**src/rtl/multicycle_controller.sv**
```systemverilog
// Multicycle RV32I control FSM with a retired-instruction counter.
// Optional feature macro RV_ILLEGAL_TRAP_EN: unknown opcodes halt the FSM and raise illegal.
module multicycle_controller #(
    parameter int CNT_W = 32
) (
    input  logic             clk,
    input  logic             reset,
    input  logic [6:0]       op,
    input  logic [2:0]       funct3,
    input  logic             funct7b5,
    input  logic             Zero,
    input  logic             ALU0,
    input  logic             mem_ready,
    output logic             mem_req,
    output logic             MemWrite,
    output logic             AdrSrc,
    output logic             IRWrite,
    output logic             PCWrite,
    output logic             RegWrite,
    output logic [1:0]       ResultSrc,
    output logic [1:0]       ALUSrcA,
    output logic [1:0]       ALUSrcB,
    output logic [2:0]       ImmSrc,
    output logic [3:0]       ALUControl,
    output logic [CNT_W-1:0] instret,
    output logic             illegal
);

    localparam logic [6:0] OP_LOAD   = 7'b0000011;
    localparam logic [6:0] OP_STORE  = 7'b0100011;
    localparam logic [6:0] OP_R      = 7'b0110011;
    localparam logic [6:0] OP_I      = 7'b0010011;
    localparam logic [6:0] OP_BRANCH = 7'b1100011;
    localparam logic [6:0] OP_JAL    = 7'b1101111;
    localparam logic [6:0] OP_JALR   = 7'b1100111;
    localparam logic [6:0] OP_LUI    = 7'b0110111;
    localparam logic [6:0] OP_AUIPC  = 7'b0010111;

    localparam logic [3:0] ALU_ADD  = 4'b0000;
    localparam logic [3:0] ALU_SUB  = 4'b0001;
    localparam logic [3:0] ALU_AND  = 4'b0010;
    localparam logic [3:0] ALU_OR   = 4'b0011;
    localparam logic [3:0] ALU_XOR  = 4'b0100;
    localparam logic [3:0] ALU_SLT  = 4'b0101;
    localparam logic [3:0] ALU_SLTU = 4'b0110;
    localparam logic [3:0] ALU_SLL  = 4'b0111;
    localparam logic [3:0] ALU_SRL  = 4'b1000;
    localparam logic [3:0] ALU_SRA  = 4'b1001;

    localparam logic [2:0] IMM_I = 3'b000;
    localparam logic [2:0] IMM_S = 3'b001;
    localparam logic [2:0] IMM_B = 3'b010;
    localparam logic [2:0] IMM_J = 3'b011;
    localparam logic [2:0] IMM_U = 3'b100;

    // JALRWB is the second JALR cycle that writes OldPC+4 back to rd.
    typedef enum logic [3:0] {
        FETCH, DECODE, MEMADR, MEMRD, MEMWB, MEMWR, EXECR, EXECI,
        ALUWB, BRANCH, JAL, JALR, JALRWB, UPPER, HALT
    } state_t;

    state_t     state;
    state_t     next_state;
    state_t     unknown_next;
    logic [3:0] alu_op;
    logic [3:0] branch_alu;
    logic       branch_taken;

`ifdef RV_ILLEGAL_TRAP_EN
    assign unknown_next = HALT;
`else
    assign unknown_next = FETCH;
`endif

    always_comb begin
        alu_op = ALU_ADD;
        case (funct3)
            3'b000:  alu_op = (op == OP_R && funct7b5) ? ALU_SUB : ALU_ADD;
            3'b001:  alu_op = ALU_SLL;
            3'b010:  alu_op = ALU_SLT;
            3'b011:  alu_op = ALU_SLTU;
            3'b100:  alu_op = ALU_XOR;
            3'b101:  alu_op = funct7b5 ? ALU_SRA : ALU_SRL;
            3'b110:  alu_op = ALU_OR;
            default: alu_op = ALU_AND;
        endcase
    end

    // funct3 010/011 are not branch encodings: never taken.
    always_comb begin
        branch_alu   = ALU_ADD;
        branch_taken = 1'b0;
        case (funct3)
            3'b000:  begin branch_alu = ALU_SUB;  branch_taken = Zero;  end
            3'b001:  begin branch_alu = ALU_SUB;  branch_taken = !Zero; end
            3'b100:  begin branch_alu = ALU_SLT;  branch_taken = ALU0;  end
            3'b101:  begin branch_alu = ALU_SLT;  branch_taken = !ALU0; end
            3'b110:  begin branch_alu = ALU_SLTU; branch_taken = ALU0;  end
            3'b111:  begin branch_alu = ALU_SLTU; branch_taken = !ALU0; end
            default: begin branch_alu = ALU_ADD;  branch_taken = 1'b0;  end
        endcase
    end

    always_comb begin
        next_state = state;
        case (state)
            FETCH:  if (mem_ready) next_state = DECODE;
            DECODE: begin
                case (op)
                    OP_LOAD, OP_STORE: next_state = MEMADR;
                    OP_R:              next_state = EXECR;
                    OP_I:              next_state = EXECI;
                    OP_BRANCH:         next_state = BRANCH;
                    OP_JAL:            next_state = JAL;
                    OP_JALR:           next_state = JALR;
                    OP_LUI, OP_AUIPC:  next_state = UPPER;
                    default:           next_state = unknown_next;
                endcase
            end
            MEMADR: next_state = (op == OP_LOAD) ? MEMRD : MEMWR;
            MEMRD:  if (mem_ready) next_state = MEMWB;
            MEMWR:  if (mem_ready) next_state = FETCH;
            EXECR, EXECI: next_state = ALUWB;
            JALR:   next_state = JALRWB;
            MEMWB, ALUWB, BRANCH, JAL, JALRWB, UPPER: next_state = FETCH;
            HALT:   next_state = HALT;
            default: next_state = FETCH;
        endcase
    end

    // Every re-entry into FETCH retires one instruction; a held FETCH does not.
    always_ff @(posedge clk) begin
        if (reset) begin
            state   <= FETCH;
            instret <= '0;
        end else begin
            state <= next_state;
            if (next_state == FETCH && state != FETCH)
                instret <= instret + CNT_W'(1);
        end
    end

`ifdef RV_ILLEGAL_TRAP_EN
    always_ff @(posedge clk) begin
        if (reset)
            illegal <= 1'b0;
        else
            illegal <= (next_state == HALT);
    end
`else
    assign illegal = 1'b0;
`endif

    always_comb begin
        mem_req    = 1'b0;
        MemWrite   = 1'b0;
        AdrSrc     = 1'b0;
        IRWrite    = 1'b0;
        PCWrite    = 1'b0;
        RegWrite   = 1'b0;
        ResultSrc  = 2'b00;
        ALUSrcA    = 2'b00;
        ALUSrcB    = 2'b00;
        ImmSrc     = IMM_I;
        ALUControl = ALU_ADD;
        case (state)
            FETCH: begin
                mem_req = 1'b1;
                ALUSrcB = 2'b10;
                if (mem_ready) begin
                    IRWrite   = 1'b1;
                    PCWrite   = 1'b1;
                    ResultSrc = 2'b10;
                end
            end
            DECODE: begin
                ALUSrcA = 2'b01;
                ALUSrcB = 2'b01;
                ImmSrc  = (op == OP_JAL) ? IMM_J : IMM_B;
            end
            MEMADR: begin
                ALUSrcA = 2'b10;
                ALUSrcB = 2'b01;
                ImmSrc  = (op == OP_STORE) ? IMM_S : IMM_I;
            end
            MEMRD: begin
                mem_req = 1'b1;
                AdrSrc  = 1'b1;
            end
            MEMWB: begin
                ResultSrc = 2'b01;
                RegWrite  = 1'b1;
            end
            MEMWR: begin
                mem_req  = 1'b1;
                MemWrite = 1'b1;
                AdrSrc   = 1'b1;
            end
            EXECR: begin
                ALUSrcA    = 2'b10;
                ALUControl = alu_op;
            end
            EXECI: begin
                ALUSrcA    = 2'b10;
                ALUSrcB    = 2'b01;
                ImmSrc     = IMM_I;
                ALUControl = alu_op;
            end
            ALUWB: RegWrite = 1'b1;
            BRANCH: begin
                ALUSrcA    = 2'b10;
                ALUControl = branch_alu;
                PCWrite    = branch_taken;
            end
            JAL: begin
                ALUSrcA  = 2'b01;
                ALUSrcB  = 2'b10;
                RegWrite = 1'b1;
                PCWrite  = 1'b1;
            end
            JALR: begin
                ALUSrcA   = 2'b10;
                ALUSrcB   = 2'b01;
                ResultSrc = 2'b10;
                PCWrite   = 1'b1;
            end
            JALRWB: begin
                ALUSrcA   = 2'b01;
                ALUSrcB   = 2'b10;
                ResultSrc = 2'b10;
                RegWrite  = 1'b1;
            end
            UPPER: begin
                ImmSrc   = IMM_U;
                RegWrite = 1'b1;
                if (op == OP_LUI) begin
                    ResultSrc = 2'b11;
                end else begin
                    ALUSrcA   = 2'b01;
                    ALUSrcB   = 2'b01;
                    ResultSrc = 2'b10;
                end
            end
            default: ;
        endcase
        // Reset overrides any in-flight request immediately.
        if (reset) begin
            mem_req  = 1'b0;
            MemWrite = 1'b0;
            IRWrite  = 1'b0;
            PCWrite  = 1'b0;
            RegWrite = 1'b0;
        end
    end

endmodule

```
**config.mk**
```make
export PLATFORM = sky130hd
export DESIGN_NAME = multicycle_controller
export DESIGN_NICKNAME = d
export VERILOG_FILES = /design/src/rtl/multicycle_controller.sv
export SDC_FILE = /design/constraint.sdc
export NUM_CORES = 1
export LEC_CHECK = 0
export CORE_MARGIN = 2
export CORE_UTILIZATION = 49
export DETAILED_ROUTE_END_ITERATION = 7
export PLACE_DENSITY = 0.87
export SETUP_SLACK_MARGIN = 0.1
export SLEW_MARGIN = 20
export SYNTH_ARGS = -nofsm -noshare
export SYNTH_HDL_FRONTEND = slang
export SYNTH_SLANG_ARGS = --single-unit
export TNS_END_PERCENT = 10
```
**constraint.sdc**
```tcl
create_clock -name clk -period 3.3 [get_ports clk]
set_input_delay 0.99 -clock clk [delete_from_list [all_inputs] [get_ports clk]]
set_output_delay 0.99 -clock clk [all_outputs]
set_load 0.005 [all_outputs]
```
Word-level counts from Yosys, hierarchy flattened
Cells that the tools add are included.
{"block": "totals", "input_bits": 16, "regBits": 36, "output_inout_bits": 52}
{"block": "classes", "n_addsub": 1, "n_eq_ne": 30, "muxes": 33, "n_reduce_logical": 25}
{"op": "$pmux W4 S7", "count": 2}
{"op": "$add A32 B1 Y32 const B", "count": 1}
{"op": "$pmux W4 S8", "count": 1}
{"op": "$eq A4 B4 Y1 const B", "count": 7}
{"op": "$reduce_or A2 Y1", "count": 11}
{"op": "$eq A7 B6 Y1 const B", "count": 3}
{"op": "$eq A7 B7 Y1 const B", "count": 3}
{"op": "$pmux W3 S3", "count": 2}
{"op": "$mux W1", "count": 17}
{"op": "$eq A4 B3 Y1 const B", "count": 4}
{"op": "$eq A7 B5 Y1 const B", "count": 2}
{"op": "$eq A3 B3 Y1 const B", "count": 4}
{"op": "$mux W4", "count": 3}
{"op": "$pmux W2 S3", "count": 2}
{"op": "$reduce_or A5 Y1", "count": 2}
{"op": "$reduce_or A3 Y1", "count": 3}
{"op": "$eq A4 B2 Y1 const B", "count": 2}
{"op": "$logic_not A4 Y1", "count": 2}
{"op": "$pmux W2 S4", "count": 1}
{"op": "$pmux W4 S2", "count": 1}
{"op": "$eq A7 B2 Y1 const B", "count": 1}
{"op": "$eq A3 B2 Y1 const B", "count": 2}
{"op": "$eq A4 B1 Y1 const B", "count": 1}
{"op": "$pmux W1 S4", "count": 1}
{"op": "other kinds (9)", "count": 11}

Longest topological paths before layout
Gate-level depths: netlist of the first run.
{"block": "logic_depth", "ltp_word": 6, "ltp_mapped": 10, "depth_no_buf": 6}

Worst setup path after synthesis of the first run
OpenSTA, ideal clock, no wires.
{"block": "synth_timing", "kind": "input to output", "startpoint": "in op[3]", "endpoint": "out ALUSrcB[0]", "path_stages": 7, "path_buffers": 1, "t_required_ns": 2.310, "t_arrival_ns": 2.062, "path_slack_ns": 0.248, "path_cell_list": "buf_2 -> nor2_1 -> nand3_1 -> inv_1 -> nand3_1 -> a211o_1 -> a32o_1"}
{"block": "synth_between", "elab_chain_len": 3}
{"item": "start: declaration", "line_no": "8", "rtl": "input logic [6:0] op,"}
{"item": "$eq A7 B6 Y1", "line_no": "236", "rtl": "if (op == OP_LUI) begin"}
{"item": "$mux W1", "line_no": "236"}
{"item": "$pmux W2 S3", "line_no": "166", "rtl": "case (state)"}
{"item": "end: declaration", "line_no": "22", "rtl": "output logic [1:0] ALUSrcB,"}
Every way passes these cells.

Worst setup path in the final report of the first run
{"block": "layout_timing", "startpoint": "in op[4]", "endpoint": "out ALUSrcB[0]"}
The elaborated chain is that of the path after synthesis.

==> results.cfg, run 1 <==
[grt]
grt_start_max_net_pins = 36
grt_antenna_before_repair = 0
first_pass_grt_wire_length_um = 12410
track_usage_pct = 25.59
number_of_global_route_vias_before_repair = 2691
globalRouteOverflowTotal = 0

[placement]
post-place-cells = 482
port_buffers = 66
dp.final_hpwl_um = 5200
place_congestion = 0.9222

[timing]
setup_total_negative_slack_ns = 0
setup_repair_after_global_routing_missed_its_margin = yes
period_share_pct = 96.94
report.final.hold_viol_count = 0
max_freq_mhz = 312.6
layout_min_cycle_time_ns = 3.199
finalSetupViolations = 0
report.final.slew_viol_count = 0
finClkSkew_ns = 0.003666

[drt]
routed-via-count = 2987
routed-wl-met3_um = 428
detail_route.wl_per_cell_um = 15.10
drc = 0
drt_first_iter_violations = 254
topRoutingLayerUsed = met4
vias_per_cell = 6.084
drtPass1Iterations = 5
postRouteWirelength_um = 7415
drt.antenna.violating_nets = 0
met2_length_um = 3645
detail_route.wirelength.met1_um = 3099

[synthesis]
dominantRegCellSynth = sky130_fd_sc_hd__dfxtp_1
post_synth_edffs = 0
asyncSetResetFlopFracSynth_pct = 0
flip_flop_and_latch_count_after_synthesis = 36
synthesis.instances = 332
ys_types = 61
synth_warnings = 0
ys_seq_area_share_pct = 28.32
synth.avg_cell_area_sq_um = 7.665
synth_fp_nets = 349
syn-cell-area_sq_um = 2545

[die]
fp.dieW_um = 76.07
floorplan.core_area_sq_um = 5075
die_y_um = 76.07
rows = 26
fp.dieArea_sq_um = 5786
pin_count = 68
effective_utilization_at_floorplan_pct = 50.15

[power_and_ir_drop]
p_per_area_nw_per_um2 = 257.3
p_leak_uw = 0.001268
power_total_uw = 927.6
worst_ir_drop_vdd_v = 0.0002105

[setup_path]
worst-r2r-cell-count = 7
cp.arrival_ns = 2.21
crit-reg2reg-launch = state[3]$_SDFF_PP0_
regToRegSetupSlack_ns = 0.85
startpoint_type = primary input
worst-setup-path-type = primary input to output port
critical_path.endpoint_type = output port
critPathMaxFanout = 3
required_ns = 2.31
worst_flop_to_flop_path_endpoint = instret[29]$_SDFFE_PP0P_

[clocking]
clock_tree.htree_level_count = 2
clkLatencyLatePin_ns = 0.29
cts_root_buffer = sky130_fd_sc_hd__clkbuf_8
cts_hold_repair.buffers = 0
cts.clk_slew.worst_paths_ns = 0.07
cts_inserted_buffers = 5
ctsLongestPathBuffers = 2
clock_net_sink_count = 36
tritoncts = yes

[layout]
layout_area_overhead_pct = 41.69
antenna-diode-count = 0
finalNetCount = 438
fin_cells = 491
layout-drive-gt1-share_pct = 20.67

[status]
status = complete, no violations

[worst_hold_path]
holdCritPathClass = register to register
min_path_cells = 2
worstHoldEndpoint = instret[11]$_SDFFE_PP0P_
hold_start = instret[11]$_SDFFE_PP0P_

[run]
drv_cap = 0
[per-stage QoR]
stage                     setup WS, ns  hold WS [ns]  cell area (sq um)  util (%)
after floorplan                 0.2479        0.4765               2545         -
after global placement         -0.5448        0.4736               3453     68.05
after detailed placement       -0.6018        0.4827               3453     68.05
after CTS                     -0.05898        0.4923               3596     70.86
after global routing           0.04310        0.5271               3606     71.06
final                           0.1010        0.4895               3606     71.06
[state kept, by name, summed over array words and instances, names as in the netlist]
name     cells
instret     32
state        4
[worst max-delay path, cell delays in order]
cell and delay (ns):
sky130_fd_sc_hd__dlygate4sd2_1 0.28, sky130_fd_sc_hd__nand3_4 0.09, sky130_fd_sc_hd__inv_2 0.06, sky130_fd_sc_hd__nand3_2 0.07, sky130_fd_sc_hd__a211o_1 0.33, sky130_fd_sc_hd__a32o_1 0.24, sky130_fd_sc_hd__buf_2 0.13
[kinds of logic after synthesis]
group | Yosys count | share of synthesized area [%]
compound gates | 100 | 24.98
mux | 5 | 2.310
simple gates | 149 | 34.86
flops | 36 | 28.32
other cells | 1 | 0.1474
xor+xnor | 5 | 1.721
fa+ha+maj | 1 | 0.4916
buf+inv | 35 | 7.178
[how the worst max path moves through the flow]
stage | slack (ns) | from | to
5_1_grt | 0.04 | op[4] | ALUSrcB[0]
2_1_floorplan | 0.25 | op[3] | ALUSrcB[0]
3_3_place_gp | -0.54 | op[3] | ALUSrcB[0]
6_report | 0.10 | op[4] | ALUSrcB[0]
3_5_place_dp | -0.60 | op[3] | ALUSrcB[0]
4_1_cts | -0.06 | Zero | PCWrite
[placed cells by master, fill, tap and decap left out, types with 9 or more instances in the layout]
| master | Yosys | layout |
|---|---|---|
| sky130_fd_sc_hd__buf_4 | 4 | 38 |
| sky130_fd_sc_hd__or4_1 | 16 | 16 |
| sky130_fd_sc_hd__o21ai_0 | 17 | 14 |
| sky130_fd_sc_hd__nor2_1 | 28 | 26 |
| sky130_fd_sc_hd__inv_1 | 10 | 9 |
| sky130_fd_sc_hd__o31ai_1 | 16 | 16 |
| sky130_fd_sc_hd__clkdlybuf4s50_1 | 0 | 44 |
| sky130_fd_sc_hd__dfxtp_1 | 36 | 32 |
| sky130_fd_sc_hd__a21oi_1 | 40 | 40 |
| sky130_fd_sc_hd__nand2_1 | 21 | 21 |
| sky130_fd_sc_hd__nand3_1 | 13 | 11 |
| sky130_fd_sc_hd__nand4_1 | 9 | 9 |
| sky130_fd_sc_hd__or3_1 | 14 | 14 |
| sky130_fd_sc_hd__o21ai_1 | 8 | 11 |
[cell usage after synthesis (all sizes together), types with 2 or more instances]
master   number  area share (%)
nand2b        5             1.5
nand3        14             3.2
or4          16             4.7
a21oi        40             7.9
nor4b         2            0.93
xor2          2            0.69
or2           2            0.49
nand4b        2             1.3
nor4          2            0.74
nor3b         4             1.2
a211o         2            0.69
nand2        21             3.1
a2bb2oi       2             1.4
o21ai        26             5.3
o31ai        17             5.6
xnor2         3             1.0
and3          2            0.49
and4          3             1.1
nor2b         9             2.2
nor2         28             4.1
nor3          9             1.8
mux2          4             1.9
nand4        10             2.7
inv          10             1.5
and2          4            0.98
dfxtp        36              28
clkbuf       12             1.8
or3          14             3.4
a22oi         2            0.59
buf          13             3.9
[routing by layer]
metal,up-vias,GRT usage [%]
met4,0,11.09
met5,-,0
met2,132,42.50
met1,1399,32.57
li1,1423,-
met3,33,4.739
[power breakdown]
group          switching [uW]  internal, uW
logic                    73.1          70.8
registers                4.53           436
clock network             157           186
[cell type report]
cell class	count	area, sq um
clock buffers	7	96.34
fillers	412	1469
inverters	10	37.54
multi-input cells	261	1719
flip-flops and latches	36	725.7
well taps	70	87.58
repair buffers	107	939.7
[timing repair]
action,CTS,global route
resized for setup,51,25
pin swaps,9,14
setup endpoints to repair,14,15
setup buffers,1,1
hold endpoints to repair,0,0
No activity file was read; power rests on OpenSTA's default activity.
==> run 2, diff against run 1 <==
GPL_ROUTABILITY_DRIVEN = 0   (was unset)
==> results of run 2 <==
Final layout, timing and power as in run 1 (identical DEF).
